<file path="src/rtl/redirect_cmd_issuer.sv">
// redirect_cmd_issuer
// Initiator-side generator of the redirect command sequence on one AXI W channel.
// A redirect request produces a code beat followed by a target beat; a stop
// request produces a single stop beat.
// Optional feature macro: REDIRECT_TIMEOUT_EN (auto-stop after TIMEOUT_CYC cycles
// in ACTIVE with no stop/request handshake).
//
// state     | meaning
// ----------+----------------------------------------------------------
// IDLE      | no redirect in force, waiting for a request
// SEND_CODE | presenting the REDIRECT_CODE beat
// SEND_TGT  | presenting the target beat (target index in bits [63:32])
// ACTIVE    | redirect in force, waiting for stop or retarget
// SEND_STOP | presenting the STOP_CODE beat
module redirect_cmd_issuer #(
    parameter int                    AXI_DATA_W    = 64,
    parameter int                    LOG_N_INIT    = 2,
    parameter logic [AXI_DATA_W-1:0] REDIRECT_CODE = AXI_DATA_W'(64'hE44E_D1E0_0000_0001),
    parameter logic [AXI_DATA_W-1:0] STOP_CODE     = AXI_DATA_W'(64'hE44E_D1E0_0000_0002),
    parameter int                    TIMEOUT_CYC   = 1024
) (
    input  logic                  clk_i,
    input  logic                  rst_i,
    input  logic                  req_valid_i,
    input  logic [LOG_N_INIT-1:0] req_target_i,
    output logic                  req_ready_o,
    input  logic                  stop_valid_i,
    output logic                  stop_ready_o,
    output logic [AXI_DATA_W-1:0] wdata_o,
    output logic                  wvalid_o,
    output logic                  wlast_o,
    input  logic                  wready_i,
    output logic                  active_o
);

    // Elaboration guard on parameter ranges the beat layout depends on.
    if (AXI_DATA_W < 64 || LOG_N_INIT < 1 || LOG_N_INIT > 32 || TIMEOUT_CYC < 2) begin : g_bad_param
        $error("redirect_cmd_issuer: unsupported parameter combination");
    end

    typedef enum logic [2:0] {
        S_IDLE,
        S_SEND_CODE,
        S_SEND_TGT,
        S_ACTIVE,
        S_SEND_STOP
    } state_t;

    state_t                state;
    logic [LOG_N_INIT-1:0] target_q;

    // Target beat: zero-extended index in the upper word, everything else zero.
    function automatic logic [AXI_DATA_W-1:0] target_word(input logic [LOG_N_INIT-1:0] t);
        logic [AXI_DATA_W-1:0] w;
        w = '0;
        w[32 +: LOG_N_INIT] = t;
        return w;
    endfunction

    // Stop has priority over a simultaneous request in ACTIVE, so the request is held off.
    assign req_ready_o  = (state == S_IDLE) || ((state == S_ACTIVE) && !stop_valid_i);
    assign stop_ready_o = (state == S_ACTIVE);
    assign wlast_o      = wvalid_o;

`ifdef REDIRECT_TIMEOUT_EN
    localparam int CNT_W = $clog2(TIMEOUT_CYC);
    logic [CNT_W-1:0] to_cnt;
    logic             to_hit;
    assign to_hit = (to_cnt == CNT_W'(TIMEOUT_CYC - 1));
`endif

    // Sequencer: state, latched target and all W-channel outputs are registered here.
    always_ff @(posedge clk_i) begin
        if (rst_i) begin
            state    <= S_IDLE;
            target_q <= '0;
            wvalid_o <= 1'b0;
            wdata_o  <= '0;
            active_o <= 1'b0;
`ifdef REDIRECT_TIMEOUT_EN
            to_cnt   <= '0;
`endif
        end else begin
            case (state)
                S_IDLE: begin
                    if (req_valid_i) begin
                        state    <= S_SEND_CODE;
                        target_q <= req_target_i;
                        wvalid_o <= 1'b1;
                        wdata_o  <= REDIRECT_CODE;
                    end
                end
                S_SEND_CODE: begin
                    if (wready_i) begin
                        state   <= S_SEND_TGT;
                        wdata_o <= target_word(target_q);
                    end
                end
                S_SEND_TGT: begin
                    if (wready_i) begin
                        state    <= S_ACTIVE;
                        wvalid_o <= 1'b0;
                        wdata_o  <= '0;
                        active_o <= 1'b1;
`ifdef REDIRECT_TIMEOUT_EN
                        to_cnt   <= '0;
`endif
                    end
                end
                S_ACTIVE: begin
                    if (stop_valid_i) begin
                        state    <= S_SEND_STOP;
                        wvalid_o <= 1'b1;
                        wdata_o  <= STOP_CODE;
                    end else if (req_valid_i) begin
                        state    <= S_SEND_CODE;
                        target_q <= req_target_i;
                        wvalid_o <= 1'b1;
                        wdata_o  <= REDIRECT_CODE;
`ifdef REDIRECT_TIMEOUT_EN
                        to_cnt   <= '0;
                    end else if (to_hit) begin
                        state    <= S_SEND_STOP;
                        wvalid_o <= 1'b1;
                        wdata_o  <= STOP_CODE;
                    end else begin
                        to_cnt   <= to_cnt + 1'b1;
`endif
                    end
                end
                S_SEND_STOP: begin
                    if (wready_i) begin
                        state    <= S_IDLE;
                        wvalid_o <= 1'b0;
                        wdata_o  <= '0;
                        active_o <= 1'b0;
                    end
                end
                default: begin
                    state    <= S_IDLE;
                    wvalid_o <= 1'b0;
                    wdata_o  <= '0;
                    active_o <= 1'b0;
                end
            endcase
        end
    end

endmodule

</file>
<file path="config.mk">
export PLATFORM = sky130hd
export DESIGN_NAME = redirect_cmd_issuer
export DESIGN_NICKNAME = d
export VERILOG_FILES = /design/src/rtl/redirect_cmd_issuer.sv
export SDC_FILE = /design/constraint.sdc
export NUM_CORES = 1
export LEC_CHECK = 0
export CAP_MARGIN = 20
export CORE_MARGIN = 3
export CORE_UTILIZATION = 44
export CTS_CLUSTER_SIZE = 28
export DETAILED_ROUTE_END_ITERATION = 6
export GPL_TIMING_DRIVEN = 0
export PLACE_DENSITY = 0.84
export SETUP_SLACK_MARGIN = 0.05
export SYNTH_ARGS = -nofsm -noshare
export SYNTH_HDL_FRONTEND = slang
export SYNTH_SLANG_ARGS = --single-unit
</file>
<file path="constraint.sdc">
create_clock -name clk_i -period 2 [get_ports clk_i]
set_input_delay 0.2 -clock clk_i [delete_from_list [all_inputs] [get_ports clk_i]]
set_output_delay 0.2 -clock clk_i [all_outputs]
set_load 0.02 [all_outputs]
</file>
==> After elaboration in Yosys (flattened, before gate mapping) <==
Index checks and enable logic that the tools add are counted.
{ "word_totals": {"ff_bits": 71, "inputBits": 7} }
{ "op_classes": {"bitwise": 2, "muxes": 20, "reduce_logical": 12, "eq_ne": 9} }
{ "ops": {"columns": ["cell", "n"], "rows": [
  ["64-bit 2-to-1 mux", 4],
  ["64-bit case mux with 4 select lines", 1],
  ["3-bit 2-to-1 mux", 5],
  ["3-bit case mux with 5 select lines", 1],
  ["2-bit inequality test, second input constant", 4],
  ["3-bit by 2-bit equality test with 1-bit output, second input constant", 2],
  ["2-bit AND reduction", 3],
  ["3-bit AND reduction", 2],
  ["1-bit 2-to-1 mux", 4],
  ["2-bit 2-to-1 mux", 2],
  ["1-bit case mux with 4 select lines", 1],
  ["2-bit case mux with 2 select lines", 1],
  ["3-bit by 1-bit equality test with 1-bit output, second input constant", 1],
  ["3-bit equality test, second input constant", 1],
  ["3-bit zero test", 1],
  ["1-bit case mux with 3 select lines", 1],
  ["3-bit OR reduction", 1],
  ["2-bit by 1-bit inequality test with 1-bit output, second input constant", 1],
  ["1-bit inverter", 2],
  ["2-bit nonzero test", 1],
  ["2-bit OR reduction", 1],
  ["1-bit logical AND", 1],
  ["1-bit zero test", 1],
  ["1-bit logical OR", 1]
]} }

==> Depth between registers and ports, before layout <==
Gate-level depths: netlist (run 1).
{ "logic_depth": {"ltp_word": 4, "depth_mapped": 7, "ltp_nobuf": 4} }

==> Least setup slack after synthesis (run 1) <==
Ideal clock, no wire load.
{ "synth_timing": {"kind": "reg2reg", "start": "register state[0]", "end": "register wdata_o[44]", "setup_ps": 58, "stages_incl_launch_ff": 7, "arrival_ps": 1632, "path_slack_ps": 310, "synth_period_minus_slack_ps": 1690, "path_cell_list": "dfxtp_1 clkbuf_1 and3b_1 nand2_1 nand2_1 clkbuf_1 o21a_1"} }
{ "synth_via": {"elab_cells_between_ends": 10, "cone_classes": "eq/ne: 6; mux: 1; reduce/logical: 3"} }
{ "synth_lines": {"columns": ["item", "line_no", "text"], "rows": [
  ["start: declaration", "49", "state_t state;"],
  ["start signal: assignment", "75", "state <= S_IDLE;"],
  ["start signal: assignment", "87", "state <= S_SEND_CODE;"],
  ["start signal: assignment", "95", "state <= S_SEND_TGT;"],
  ["3-bit by 2-bit equality test with 1-bit output", null, null],
  ["via stop_ready_o", "28", "output logic stop_ready_o,"],
  ["64-bit case mux with 4 select lines", "84", "case (state)"],
  ["end signal: assignment", "96", "wdata_o <= target_word(target_q);"],
  ["end: declaration", "29", "output logic [AXI_DATA_W-1:0] wdata_o,"]
]} }
The timed path passes the listed nets, and every way through them passes these cells.
A chain may end at the register's enable or synchronous reset.

==> Worst setup path after layout (run 1) <==
{ "layout_timing": {"start": "register state[1]", "end": "register wdata_o[48]"} }
{ "layout_via": {"elab_chain_cells": 4, "elab_cells_between_ends": 10, "cone_classes": "eq/ne: 6; mux: 1; reduce/logical: 3"} }
{ "layout_lines": {"columns": ["item", "line_no"], "rows": [
  ["3-bit equality test / 3-bit by 2-bit equality test with 1-bit output (equally long branches)", "84"],
  ["2-bit OR reduction (no line)", null],
  ["2-bit by 1-bit inequality test with 1-bit output (no line)", null],
  ["2-bit AND reduction (no line)", null]
]} }
Several ways; a longest one is shown, not always the timed one.

==> results_dict.tcl, run 1 <==
set metrics [dict create \
    status "completed" \
    power_switching_uw 754 \
    pwr-share-comb 0.125 \
    hold_buffers 0 \
    cts_sinks 71 \
    cts_tree "done" \
    ys.flop_type "dfxtp_1" \
    holdPathStages 1 \
    cts-htree-levels 3 \
    seq_power_share 0.519 \
    cts_buffer_depth 2 \
    min_from "wdata_o[53]" \
    gp_congestion 0.821 \
    critical-path-top-delay-family "compound AO/OA/AOI/OAI gates" \
    ys_async_sr_fraction 0 \
    drt_first_pass_iters 4 \
    yosysWarnings 0 \
    path_class "reg -> reg" \
    worst_r2r_endpoint "wdata_o[48]" \
    synth.distinct_cells 33 \
    fin_skew_ns 0.00532 \
    cts.clk_slew.worst_paths_ns 0.07 \
    final_nets 299 \
    drt_iter0_drc 45 \
    synth_top_cell_by_area "dfxtp_1" \
    grt_setup_unrepaired "false" \
    critical_path_buf_inv_count 3 \
    hold_violations 0 \
    swShare 0.263 \
    synth_top_family_by_area "simple AND/OR/NAND/NOR gates" \
    io_buffers 75 \
    drv_slew 0 \
    synth_compound_area_frac 0.149 \
    top_layer "met4" \
    dieHeight_um 78.0 \
    synth_edf_count 0 \
    synth_commonest_cells "71 x dfxtp_1, 45 x and2_1, 16 x o21a_1" \
    critPathCaptureType "flop" \
    vdd_ir_drop_max_v 0.000649 \
    hp-class "reg -> reg" \
    routed_wl_um 4730 \
    core_um2 4880 \
    min_period_ns 1.84 \
    maxSlewHeadroom 0.630 \
    die_area_um2 6090 \
    drive_above_1_share 0.104 \
    fillers 397 \
    ff2ff_path_depth 7 \
    fin_ws_ns 0.163 \
    start_kind "flop" \
    cts_root_buf "clkbuf_8" \
    setup_tns_ns 0 \
    antenna_cells 0 \
    setup_viol 0 \
    critPathSlowestCell "o31a_1" \
    cts_setup_buffers 0 \
    vias_per_cell 4.69 \
    rrSetupSlack_ns 0.16 \
    wl_met1_um 2080 \
    synth.mux.area_fraction 0.00877 \
    met3_length_um 417 \
    fmaxAchievable_mhz 544 \
    regArea_um2 1420 \
    synthXorXnorAreaFrac 0 \
    placed_cells 348 \
    powerDensity_nw_per_um2 866 \
    synth.most_common_cell "dfxtp_1" \
    syn2layout_area_growth_pct 45.2 \
    synth_top_area_frac 0.623 \
    synth_nets 213 \
    crit_path_frequent_cell "buf_6" \
    p_leak_uw 0.00130 \
    fp.dieW_um 78.0 \
    route.detailed.drc 0 \
    synth_fa_ha_area_frac 0 \
    cap_violations 0 \
    synth-simple-area-share 0.171 \
    yosys-top-cells-area "dfxtp_1 62%, and2_1 12%, o21a_1 5.3%, buf_6 2.0%, a21oi_1 1.5%" \
    vias 1707 \
    drtAntennaViolNets 0 \
    min_period_over_period 0.919 \
    hpwl_um 3330 \
    grt_pass1_wl_um 7880 \
    wl_met2_um 2110 \
    path_max_fanout 10 \
    synth_area_um2 2280 \
    worstPathCellList "buf_6 -> o21a_1 -> o31a_1 -> a2111oi_4 -> buf_4 -> buf_6 -> and2_1" \
    reg2reg_from "state[1]" \
    final_cells 364 \
    grt_overflow 0 \
    antenna_found_initial 0 \
    multiInputGateArea_um2 762 \
    arrival_ns 2.12 \
    synthCells 206 \
    syn_area_per_cell_um2 11.1 \
    pwr-share-clk 0.356 \
    grt_pass1_vias 1696 \
    track_usage 0.169 \
    required_ns 2.28 \
    p_int_uw 2120 \
    yosysSeqAreaShare 0.623 \
    wl_per_cell_um 13.0 \
    place_ws_ns -0.123 \
    boundaryPins 76 \
    ys_ff_latch 71 \
    numCtsBuffers 9 \
    placementRows 25 \
    start_util 0.468 \
    worst_path_largest_cell_delay_ns 0.34 \
    worst_pin_slew_ns 0.551 \
    clk_latency_ns 0.34 \
    grt_max_degree 14 \
    hold_path_end "wdata_o[53]" \
]
state kept, by name, indices dropped and copies added (netlist names):
signal,flops
state,3
wlast_o,1
target_q,2
active_o,1
wdata_o,64
power groups by stage:
stage | combinational (uW) | sequential [uW] | clock [uW]
floorplan | 162 | 1570 | 0
global placement | 351 | 1520 | 0
detailed placement | 356 | 1520 | 0
CTS | 357 | 1490 | 1050
global route | 391 | 1500 | 1120
finish | 360 | 1490 | 1020
worst register-to-register path: cells and delay by family, from the launching register on:
kind,cells,cell delay [ns]
buffers and inverters,3,0.51
DFF,1,0.31
AOI/OAI and AO/OA,3,0.84
and+or+nand+nor,1,0.12
worst max path at each step:
stage,from,endpoint,slack [ns],cells past startpoint
finish,state[1],wdata_o[48],0.16,7
CTS,state[0],req_ready_o,0.08,4
global placement,wready_i,wdata_o[31],-0.04,6
global route,state[0],wdata_o[47],0.05,6
floorplan,state[0],wdata_o[44],0.31,6
detailed placement,wready_i,wdata_o[14],-0.12,7
metrics by stage:
stage,hold slack (ns),util,power [uW],instance area (um^2)
after detailed placement,0.443,0.639,1880,3120
after global placement,0.441,0.639,1870,3120
after floorplan,0.347,-,1730,2280
after CTS,0.464,0.676,2900,3300
final,0.458,0.679,2870,3310
after global routing,0.478,0.679,3000,3310
what timing repair did:
item | CTS | global route
endpoints found under the setup margin | 2 | 51
resized for setup | 4 | 8
pin swaps | 0 | 0
placed cells by master (no fill, tap or decap), types with 2 or more instances in the layout:
cell,n
a2111oi_0,2
a211oi_1,2
a21o_1,3
a21oi_1,7
a22o_1,2
and2_1,45
buf_4,2
buf_6,4
clkbuf_1,3
clkbuf_2,5
clkbuf_8,10
clkdlybuf4s50_1,73
clkinvlp_4,3
dfxtp_1,71
inv_1,4
mux2i_1,2
nand2_1,9
nor2_1,6
nor3_1,3
o21a_1,16
o21ai_0,3
o31ai_1,2
logic make-up (layout without fill, tap and decap cells):
group                  count (synthesis)  after routing
AO/OA/AOI/OAI                         46             46
AND/OR/NAND/NOR                       68             68
flip-flops                            71             71
multiplexers                           2              2
buffers and inverters                 19            110
final cells by class:
cell class	count	area share
plain buffers	15	0.0313
clock buffers	10	0.0415
clock inverters	6	0.0136
inverters	4	0.00453
multi-input cells	116	0.230
flip-flops and latches	71	0.429
well taps	67	0.0253
repair buffers	75	0.225
per-layer routing:
metal | up-vias | global-route usage
met5 | - | 0
met4 | 0 | 0.105
met3 | 9 | 0.0677
met2 | 65 | 0.267
met1 | 778 | 0.190
li1 | 855 | -
No activity file was read; power rests on OpenSTA's default activity.
==> run 2, diff against run 1 <==
- CTS_CLUSTER_DIAMETER: not set -> 100
==> results of run 2 <==
Final layout, timing and power as in run 1 (identical DEF).
==> run 3, diff against run 2 <==
--- a/config.mk
+++ b/config.mk
@@ -9,3 +9,3 @@
 export CORE_MARGIN = 3
-export CORE_UTILIZATION = 44
+export CORE_UTILIZATION = 60
 export CTS_CLUSTER_DIAMETER = 100
@@ -13,4 +13,5 @@
 export DETAILED_ROUTE_END_ITERATION = 6
+export DONT_BUFFER_PORTS = 1
 export GPL_TIMING_DRIVEN = 0
-export PLACE_DENSITY = 0.84
+export PLACE_DENSITY = 0.83
 export SETUP_SLACK_MARGIN = 0.05
--- a/constraint.sdc
+++ b/constraint.sdc
@@ -3,2 +3,2 @@
 set_output_delay 0.2 -clock clk_i [all_outputs]
-set_load 0.02 [all_outputs]
+set_load 0.01 [all_outputs]
==> run 3 against run 2 <==
Sequential share of layout area up 12 points; global-route usage up 3.1 points; sequential power about the same; combinational power down 45%; clock power up 11%; count of clock-buffer cells in the layout up 1; non-clock buffer count down 75; power down 0.64%.
==> results_dict.tcl, run 3 (synthesis gave the netlist of run 1 again) <==
set metrics [dict create \
    layout_commonest_cell "dfxtp_1" \
    antenna_found_initial 0 \
    min_period_ns 1.87 \
    path_max_fanout 10 \
    wl_met1_um 1700 \
    setup_tns_ns 0 \
    largestRegisters "wdata_o x64, state x3, target_q x2" \
    core_um2 3490 \
    grt_overflow 0 \
    status "completed" \
    holdPathStages 2 \
    p_leak_uw 0.00105 \
    vias_per_cell 5.31 \
    drt_iter0_drc 69 \
    layout_common_cells "71 x dfxtp_1, 45 x and2_1, 16 x o21a_1, 11 x clkbuf_8, 9 x nand2_1" \
    gp_congestion 0.779 \
    top_layer "met4" \
    ff2ff_path_depth 7 \
    placementRows 21 \
    min_period_over_period 0.936 \
    min_from "req_target_i[0]" \
    fin_skew_ns 0.00888 \
    hold_violations 0 \
    worst_r2r_endpoint "wdata_o[53]" \
    arrival_ns 2.14 \
    final_nets 224 \
    path_class "reg -> reg" \
    rrSetupSlack_ns 0.13 \
    drtAntennaViolNets 0 \
    cts_tree "done" \
    grt_setup_unrepaired "false" \
    cts-htree-levels 3 \
    boundaryPins 76 \
    grt_pass1_wl_um 6640 \
    setup_viol 0 \
    grt_max_degree 13 \
    hold_buffers 0 \
    critPathCaptureType "flop" \
    start_util 0.653 \
    routed_wl_um 4270 \
    clk_latency_ns 0.33 \
    wl_per_cell_um 15.9 \
    cts.clk_slew.worst_paths_ns 0.07 \
    required_ns 2.27 \
    maxSlewHeadroom 0.664 \
    hp-class "in -> reg" \
    wl_met2_um 1980 \
    route.detailed.drc 0 \
    hpwl_um 3080 \
    drv_slew 0 \
    powerDensity_nw_per_um2 1110 \
    fmaxAchievable_mhz 534 \
    vias 1423 \
    track_usage 0.200 \
    antenna_cells 0 \
    met3_length_um 487 \
    cap_violations 0 \
    grt_pass1_vias 1427 \
    cts_buffer_depth 2 \
    drt_first_pass_iters 4 \
    numCtsBuffers 9 \
    syn2layout_area_growth_pct 12.7 \
    cts_setup_buffers 0 \
    io_buffers 0 \
    cts_sinks 71 \
    p_total_uw 2850 \
    dieHeight_um 67.7 \
    reg2reg_from "state[1]" \
    hold_path_end "target_q[0]" \
    cts_root_buf "clkbuf_8" \
    worst_pin_slew_ns 0.501 \
    largest_reg_flops 64 \
    start_kind "flop" \
    die_area_um2 4580 \
    drive_above_1_share 0.135 \
    vdd_ir_drop_max_v 0.000846 \
    top_register "wdata_o" \
    fp.dieW_um 67.7 \
]
==> run 3: cell count changes in the layout (fill, tap and decap cells not counted), moves of 2 or more <==
cell	previous run	this run
clkbuf_1	3	5
clkbuf_2	5	2
clkdlybuf4s50_1	73	0
clkinvlp_4	3	1
==> run 3: stage by stage <==
step	instance area, um^2	hold WS [ns]	utilization	setup slack [ns]	cells
finish	2570	0.0281	0.736	0.127	268
global route	2570	0.0171	0.736	0.0527	268
CTS	2550	0.0149	0.729	0.0597	268
detailed placement	2340	0.361	0.670	0.0735	252
global placement	2340	0.352	0.670	0.190	252
floorplan	2280	0.347	-	0.316	206
==> run 3: repair_timing <==
action	in CTS	in global routing
endpoints found under the hold margin	0	0
gates resized for setup	0	7
setup endpoints to repair	0	51
==> run 3: final cells by class <==
class / count / area (um^2)
plain buffers: 15 / 98.8
clock buffers: 11 / 151
clock inverters: 5 / 56.3
fillers: 249 / 922
inverters: 4 / 15.0
multi-input cells: 116 / 772
flip-flops and latches: 71 / 1420
well taps: 46 / 57.6
==> run 3: metal layers <==
metal	vias to the layer above	GRT usage
met5	-	0
li1	706	-
met3	9	0.0932
met1	642	0.229
met2	66	0.301
met4	0	0.122
==> run 3: worst max-delay path by stage <==
stage          startpoint           to  slack (ns)  cells after the start
3_5_place_dp     state[0]  wdata_o[61]        0.07                      6
2_1_floorplan    state[1]  wdata_o[10]        0.32                      7
3_3_place_gp     state[1]  wdata_o[10]        0.19                      7
5_1_grt          state[1]   wdata_o[2]        0.05                      7
4_1_cts          state[1]  wdata_o[59]        0.06                      7
6_report         state[1]  wdata_o[53]        0.13                      7
==> run 3: worst max-delay path, cell delays in order (launching register included) <==
cell,delay (ns)
dfxtp_1,0.31
buf_6,0.13
o21a_1,0.19
o31a_1,0.35
a2111oi_4,0.34
buf_4,0.24
buf_6,0.13
and2_1,0.13
==> run 3: power breakdown <==
part	switching [uW]	internal, uW	leakage, uW
sequential	55.6	1460	0.000577
clock	493	641	0.000105
combinational	113	84.8	0.000369
